`src/rtl/uart_tx_arbiter.sv`:
```
// uart_tx_arbiter
// Round-robin arbiter sharing one byte transmitter (tx_module) among NREQ
// requesters. It latches the winner's byte and holds tx_en for the whole
// frame. It then pulses done (tx_done seen) or err (watchdog expired) back
// to the winner. A one-cycle GAP state follows every frame.
//
// Ports
//   clk, rst_n          system clock, asynchronous active-low reset
//   req      [NREQ]     per-requester level request, held with data until grant
//   req_data [8*NREQ]   byte of requester i on [8i+7:8i]
//   grant    [NREQ]     one-hot pulse: byte of requester i captured
//   done     [NREQ]     one-hot pulse: byte of requester i fully sent
//   err      [NREQ]     one-hot pulse: byte of requester i aborted by watchdog
//   busy                high whenever the arbiter is not idle
//   tx_en, tx_data      level enable and byte to the transmitter
//   tx_done             end-of-frame pulse from the transmitter
module uart_tx_arbiter #(
  parameter int NREQ        = 4,
  parameter int TIMEOUT_CYC = 60000,
  parameter int CNT_W       = 17
) (
  input  logic              clk,
  input  logic              rst_n,
  input  logic [NREQ-1:0]   req,
  input  logic [8*NREQ-1:0] req_data,
  output logic [NREQ-1:0]   grant,
  output logic [NREQ-1:0]   done,
  output logic [NREQ-1:0]   err,
  output logic              busy,
  output logic              tx_en,
  output logic [7:0]        tx_data,
  input  logic              tx_done
);

  localparam int          IDX_W   = $clog2(NREQ);
  localparam int unsigned NREQ_U  = NREQ;
  localparam logic [CNT_W-1:0] WD_LAST = CNT_W'(TIMEOUT_CYC - 1);

  typedef enum logic [1:0] {IDLE, SEND, GAP} state_t;

  state_t           state, state_nx;
  logic [IDX_W-1:0] last, last_nx;
  logic [IDX_W-1:0] sel, sel_nx;
  logic [CNT_W-1:0] wdog, wdog_nx;
  logic             tx_en_nx;
  logic [7:0]       tx_data_nx;
  logic [NREQ-1:0]  grant_nx, done_nx, err_nx;

  logic [IDX_W-1:0] pick;
  logic             found;

  // Scan from the requester after the last winner, wrapping, so the most
  // recently served requester has the lowest priority.
  always_comb begin
    pick  = '0;
    found = 1'b0;
    for (int unsigned off = 1; off <= NREQ_U; off++) begin
      if (!found && req[IDX_W'((32'(last) + off) % NREQ_U)]) begin
        found = 1'b1;
        pick  = IDX_W'((32'(last) + off) % NREQ_U);
      end
    end
  end

  always_comb begin
    state_nx   = state;
    last_nx    = last;
    sel_nx     = sel;
    wdog_nx    = wdog;
    tx_en_nx   = tx_en;
    tx_data_nx = tx_data;
    grant_nx   = '0;
    done_nx    = '0;
    err_nx     = '0;
    unique case (state)
      IDLE: begin
        if (found) begin
          sel_nx     = pick;
          last_nx    = pick;
          tx_data_nx = req_data[8*pick +: 8];
          grant_nx   = NREQ'(1) << pick;
          tx_en_nx   = 1'b1;
          wdog_nx    = '0;
          state_nx   = SEND;
        end
      end
      SEND: begin
        wdog_nx = wdog + CNT_W'(1);
        // tx_done wins over a watchdog expiry in the same cycle.
        if (tx_done) begin
          tx_en_nx = 1'b0;
          done_nx  = NREQ'(1) << sel;
          state_nx = GAP;
        end else if (wdog == WD_LAST) begin
          tx_en_nx = 1'b0;
          err_nx   = NREQ'(1) << sel;
          state_nx = GAP;
        end
      end
      GAP: begin
        state_nx = IDLE;
      end
      default: begin
        state_nx = IDLE;
      end
    endcase
  end

  always_ff @(posedge clk or negedge rst_n) begin
    if (!rst_n) begin
      state   <= IDLE;
      last    <= IDX_W'(NREQ - 1);
      sel     <= '0;
      wdog    <= '0;
      tx_en   <= 1'b0;
      tx_data <= '0;
      grant   <= '0;
      done    <= '0;
      err     <= '0;
    end else begin
      state   <= state_nx;
      last    <= last_nx;
      sel     <= sel_nx;
      wdog    <= wdog_nx;
      tx_en   <= tx_en_nx;
      tx_data <= tx_data_nx;
      grant   <= grant_nx;
      done    <= done_nx;
      err     <= err_nx;
    end
  end

  assign busy = (state != IDLE);

endmodule

```
`config.mk`:
```
export PLATFORM = sky130hd
export DESIGN_NAME = uart_tx_arbiter
export DESIGN_NICKNAME = d
export VERILOG_FILES = /design/src/rtl/uart_tx_arbiter.sv
export SDC_FILE = /design/constraint.sdc
export NUM_CORES = 1
export LEC_CHECK = 0
export ABC_CLOCK_PERIOD_IN_PS = 3010
export CAP_MARGIN = 0
export CORE_ASPECT_RATIO = 1.2
export CORE_MARGIN = 2
export CORE_UTILIZATION = 52
export CTS_CLUSTER_SIZE = 14
export DETAILED_ROUTE_END_ITERATION = 16
export PLACE_DENSITY = 0.85
export RECOVER_POWER = 100
export SYNTH_ARGS = -nofsm -noshare
export SYNTH_HDL_FRONTEND = slang
export SYNTH_SLANG_ARGS = --single-unit
```
`constraint.sdc`:
```
create_clock -name clk -period 3.01 [get_ports clk]
set_input_delay 0.602 -clock clk [delete_from_list [all_inputs] [get_ports clk]]
set_output_delay 0.602 -clock clk [all_outputs]
set_load 0.02 [all_outputs]
```
-- After elaboration in Yosys (flattened, before gate mapping)
Cells that the tools add are included.
Widths: inputs -> output; s select.
- output and inout bits: 22
- bits of input ports: 39
- word-level logic and storage cells: 71
- flip-flop bits (word level): 44
- mux-type cells: 33
- equal/unequal tests: 4
- reductions and logical operators: 13
- magnitude comparators: 4
- shift-type cells: 3
- $add $sub $neg: 5
- operators with widths (cell ; number):
    $pmux 17 s2 ; 1
    $shiftx 32x6->8 ; 1
    $mux 4 ; 7
    $add 17x1->17 const B ; 1
    $eq 17x16->1 const B ; 1
    $mux 17 ; 1
    $mux 2 ; 7
    $lt 2x3->1 const B ; 4
    $mux 1 ; 11
    $bmux 1 s2 ; 4
    $shl 1x2->4 const A ; 2
    $reduce_and 2->1 ; 3
    $add 2x1->2 const B ; 2
    $add 2x2->2 const B ; 2
    $pmux 2 s2 ; 1
    $reduce_bool 2->1 ; 2
    $logic_and 1x1->1 ; 3
    $logic_not 1->1 ; 3
    $ne 3x3->1 const B ; 1
    $reduce_and 3->1 ; 1
    $eq 2x1->1 const B ; 1
    $logic_not 2->1 ; 1
    $ne 2x2->1 const B ; 1
    $pmux 1 s2 ; 1

-- Longest topological paths before layout
- depth in word-level cells: 16
- gate-level depth with buffers: 6
- depth with buffers taken out: 6

-- Least setup slack after synthesis
Ideal clock, no wire load.
- kind: input-to-reg
- start point: in req[1]
- end point: reg tx_data[1]
- slack: 1.304 ns
- data required time: 2.878 ns
- setup time: 0.132 ns
- path buffers: 1
- cell stages on the path: 6
- arrival: 1.574 ns
- cells stage by stage: nor2b_2 o21ai_4 and3_1 buf_6 mux2i_1 o211ai_1
- word-level cells in the longest chain between the ends: 13
- ends and longest elaborated chain (item ; line ; text):
    from (decl) ; 24 ; input logic [NREQ-1:0] req,
    $bmux 1 s2 ; 58 ; if (!found && req[IDX_W'((32'(last) + off) % NREQ_U)]) begin
    $mux 1 (implied by the code) ; 58 ;
    $mux 1 ; 58 ;
    $logic_not 1->1 ; 58 ;
    $logic_and 1x1->1 ; 58 ;
    $mux 1 ; 58 ;
    $logic_not 1->1 ; 58 ;
    $logic_and 1x1->1 ; 58 ;
    $mux 1 ; 58 ;
    $logic_not 1->1 ; 58 ;
    $logic_and 1x1->1 ; 58 ;
    $mux 2 or $mux 1 (tied branches) ; 58 ;
    $shiftx 32x6->8 or $reduce_and 2->1 (tied branches) ; n/a ;
    to (signal assigned) ; 126 ; tx_data <= tx_data_nx;
    to (decl) ; 31 ; output logic [7:0] tx_data,
Parallel ways exist; a longest one is shown, timed or not. The select of a mux whose other input is x is not followed.
A chain may end at the register's enable or synchronous reset.

-- Worst setup path after layout
- start point: in req[3]
- end point: reg tx_data[3]
The elaborated chain is that of the path after synthesis.

==> results.md <==
- Hold Worst Slack: 0.450 ns
- Post-DP HPWL: 3880 um
- I/O pin count: 61
- DRT antenna net count: 0
- Slowest stage delay, CP: 0.69 ns
- Synth top area cells: dfrtp_1 (46%), o21ai_0 (6.2%), nand2_1 (5.0%), mux2i_1 (3.5%), and4_1 (3.5%)
- Fmax: 398 MHz
- Clock latency on the worst-skew pair: 0.29 ns
- Worst Hold Class: primary input to async pin
- Sum Neg Setup Slack: 0 ns
- Crit path cell chain: clkdlybuf4s50_1, nor2_1, a21boi_0, nand2_1, o211ai_1
- Worst path required time: 3.22 ns
- GP Congestion: 0.880
- Drt pass-1 iters: 4
- Row cnt: 26
- CP Launch Type: primary input
- Hold Vio Cnt, Final: 0
- GRT Total Usage: 23.0%
- Max-cap viol count: 0
- Synth warnings: 0
- Core Region: 4230 sq um
- Initial antenna violation count: 0
- Cts hold-fix bufs: 0
- Synth Cell Area: 2270 sq um
- Unrepaired setup endpoints after global routing: false
- N_diodes: 0
- Drt wl/cell: 14.7 um
- Peak supply drop: 0.432 mV
- Clk sink count: 44
- Fin crit period: 2.51 ns
- Initial core utilization: 53.6%
- Syn_area_per_cell: 9.45 sq um
- Register area share after synthesis: 48.7%
- Pwr dens: 756 nW/um^2
- Slew headroom: 36.4%
- Post-Syn Instances: 240
- Drc violations: 0
- Async SR Flop Fraction: 100%
- R2r endpoint: tx_data[3]
- Number of gates resized after cts: 0
- Horiz. Die Dim: 64.3 um
- Net count after synthesis: 280
- P&R area growth vs syn: 30.5%
- Tcrit/Tclk final: 83.5%
- Initial DRC Count: 156
- CTS root buffer: clkbuf_8
- CTS H-tree lvls: 2
- Max Root-Sink Buffers: 2
- P_leak: 1.30 nW
- Yosys reg bits: 44
- Reg2reg setup slack: 0.79 ns
- Outcome: finished clean
- Pins Over Slew Limit: 0
- Post-CTS Setup Inserts: 0
- Synth area leader: dfrtp_1
- Slew @ Worst Pin: 0.954 ns
- CP max-delay cell: a21boi_0
- Via Count: 2052
- R2r worst-path depth: 4
- Layout cell share with drive strength beyond 1: 7.31%
- Vias per std cell: 5.75
- Crit end category: register
- Die height: 76.3 um
- CTS tree: yes
- Clk slew on worst S/H paths: 0.08 ns
- Synth top area share: 46.4%
- Post-Place Cells: 349
- Grt ovf: 0
- IO buf count: 60
- Crit path DAT: 2.72 ns
- Die area: 4910 sq um
- Largest net degree at the start of global routing: 45
- Num CTS Buffers: 5
- Final Setup Violations: 0
- Vias in the first global route: 1996
- Drt total wl: 5230 um
- Post-layout nets: 340
- Worst Path Max Fanout: 12
- Global-route wire length before repair: 9010 um
- Crit path kind: primary input to register
- Clk_skew: 0.00528 ns
- Post-synth EDFFs: 0
- R2r startpoint: state[1]
- Final Non-Filler Cells: 357
- Yosys cell types: 40
- Primary FF master, synth: dfrtp_1
cell usage in the layout (no fill, tap or decap), types with 3 or more instances in the layout:
| master | netlist | final |
|---|---|---|
| a21oi_1 | 3 | 3 |
| a31oi_1 | 11 | 11 |
| and4_1 | 9 | 9 |
| clkbuf_8 | 0 | 6 |
| clkdlybuf4s50_1 | 0 | 37 |
| dfrtp_1 | 42 | 42 |
| dlygate4sd3_1 | 0 | 22 |
| inv_1 | 13 | 13 |
| mux2i_1 | 8 | 8 |
| nand2_1 | 30 | 30 |
| nand2b_1 | 3 | 3 |
| nand3_1 | 12 | 12 |
| nand4_1 | 5 | 5 |
| nor2_1 | 15 | 15 |
| nor2_2 | 4 | 4 |
| nor2b_1 | 5 | 6 |
| nor3_1 | 3 | 4 |
| o211ai_1 | 8 | 8 |
| o21ai_0 | 28 | 30 |
metal layers:
metal  GRT usage [%]  vias to the layer above  wire, um
met4            8.09                        0       126
li1                -                      985         -
met2            38.4                       85      2610
met1            28.8                      968      2170
met5               0                        -         0
met3            5.76                       14       326
sequential cells by signal, summed over array words and instances, names as in the netlist:
register,cells
wdog,17
tx_en,1
done,4
state,2
err,4
tx_data,8
grant,4
last,2
sel,2
cell families after synthesis:
kind of cell               count (synthesis)  synth area share (%)
adders and majority gates                  1                 0.552
buffers and inverters                     22                  4.47
DFF                                       44                  48.7
xor gates and xnor gates                   1                 0.386
and+or+nand+nor                           98                  24.0
AOI/OAI and AO/OA                         66                  18.4
muxes                                      8                  3.53
metrics by stage:
stage	power [W]	cell area [sq um]	utilization (%)	setup slack (ns)
floorplan	0.00153	2270	-	1.30
global placement	0.00188	2900	68.5	0.402
detailed placement	0.00191	2900	68.5	0.308
CTS	0.00229	2990	70.7	0.621
global route	0.00239	2960	69.9	0.244
finish	0.00224	2960	69.9	0.498
Yosys cell counts (all sizes together) (2+ instances only):
master / count
nor2b: 7
dfstp: 2
o31ai: 2
nand2: 30
o22ai: 2
o211ai: 8
nor3: 5
dfrtp: 42
and2: 2
mux2i: 8
nand4: 5
nor2: 19
a31oi: 11
nand3: 12
inv: 13
and3: 2
and4: 10
a21oi: 3
o21ai: 34
nand2b: 3
clkbuf: 4
buf: 5
critical path, delay by kind of cell:
| family | cells | cell delay (ns) |
|---|---|---|
| AND/OR/NAND/NOR | 2 | 0.58 |
| buffers and inverters | 1 | 0.53 |
| AO/OA/AOI/OAI | 2 | 0.99 |
power by group:
| part | internal, W | total (W) | switching, W |
|---|---|---|---|
| logic | 0.000395 | 0.00101 | 0.000611 |
| registers | 0.000746 | 0.000851 | 0.000105 |
| clock network | 0.000183 | 0.000378 | 0.000195 |
| total | 0.00132 | 0.00224 | 0.000911 |
cell type report:
type	count	area [sq um]
fill	323	1270
timing repair buffer	62	611
clock inverter	2	10.0
multi-input combinational	174	1030
clock buffer	6	82.6
tap	56	70.1
sequential	44	1100
inverter	13	48.8
how the worst max path moves through the flow:
stage	end	startpoint	cells after the start	slack (ns)
global placement	tx_data[7]	req[1]	6	0.40
global route	wdog[10]	req[3]	6	0.24
floorplan	tx_data[1]	req[1]	6	1.30
finish	tx_data[3]	req[3]	5	0.50
detailed placement	tx_data[0]	req[1]	6	0.31
CTS	tx_data[0]	req[1]	6	0.62
Note: power is estimated with default switching activity, not from simulation.
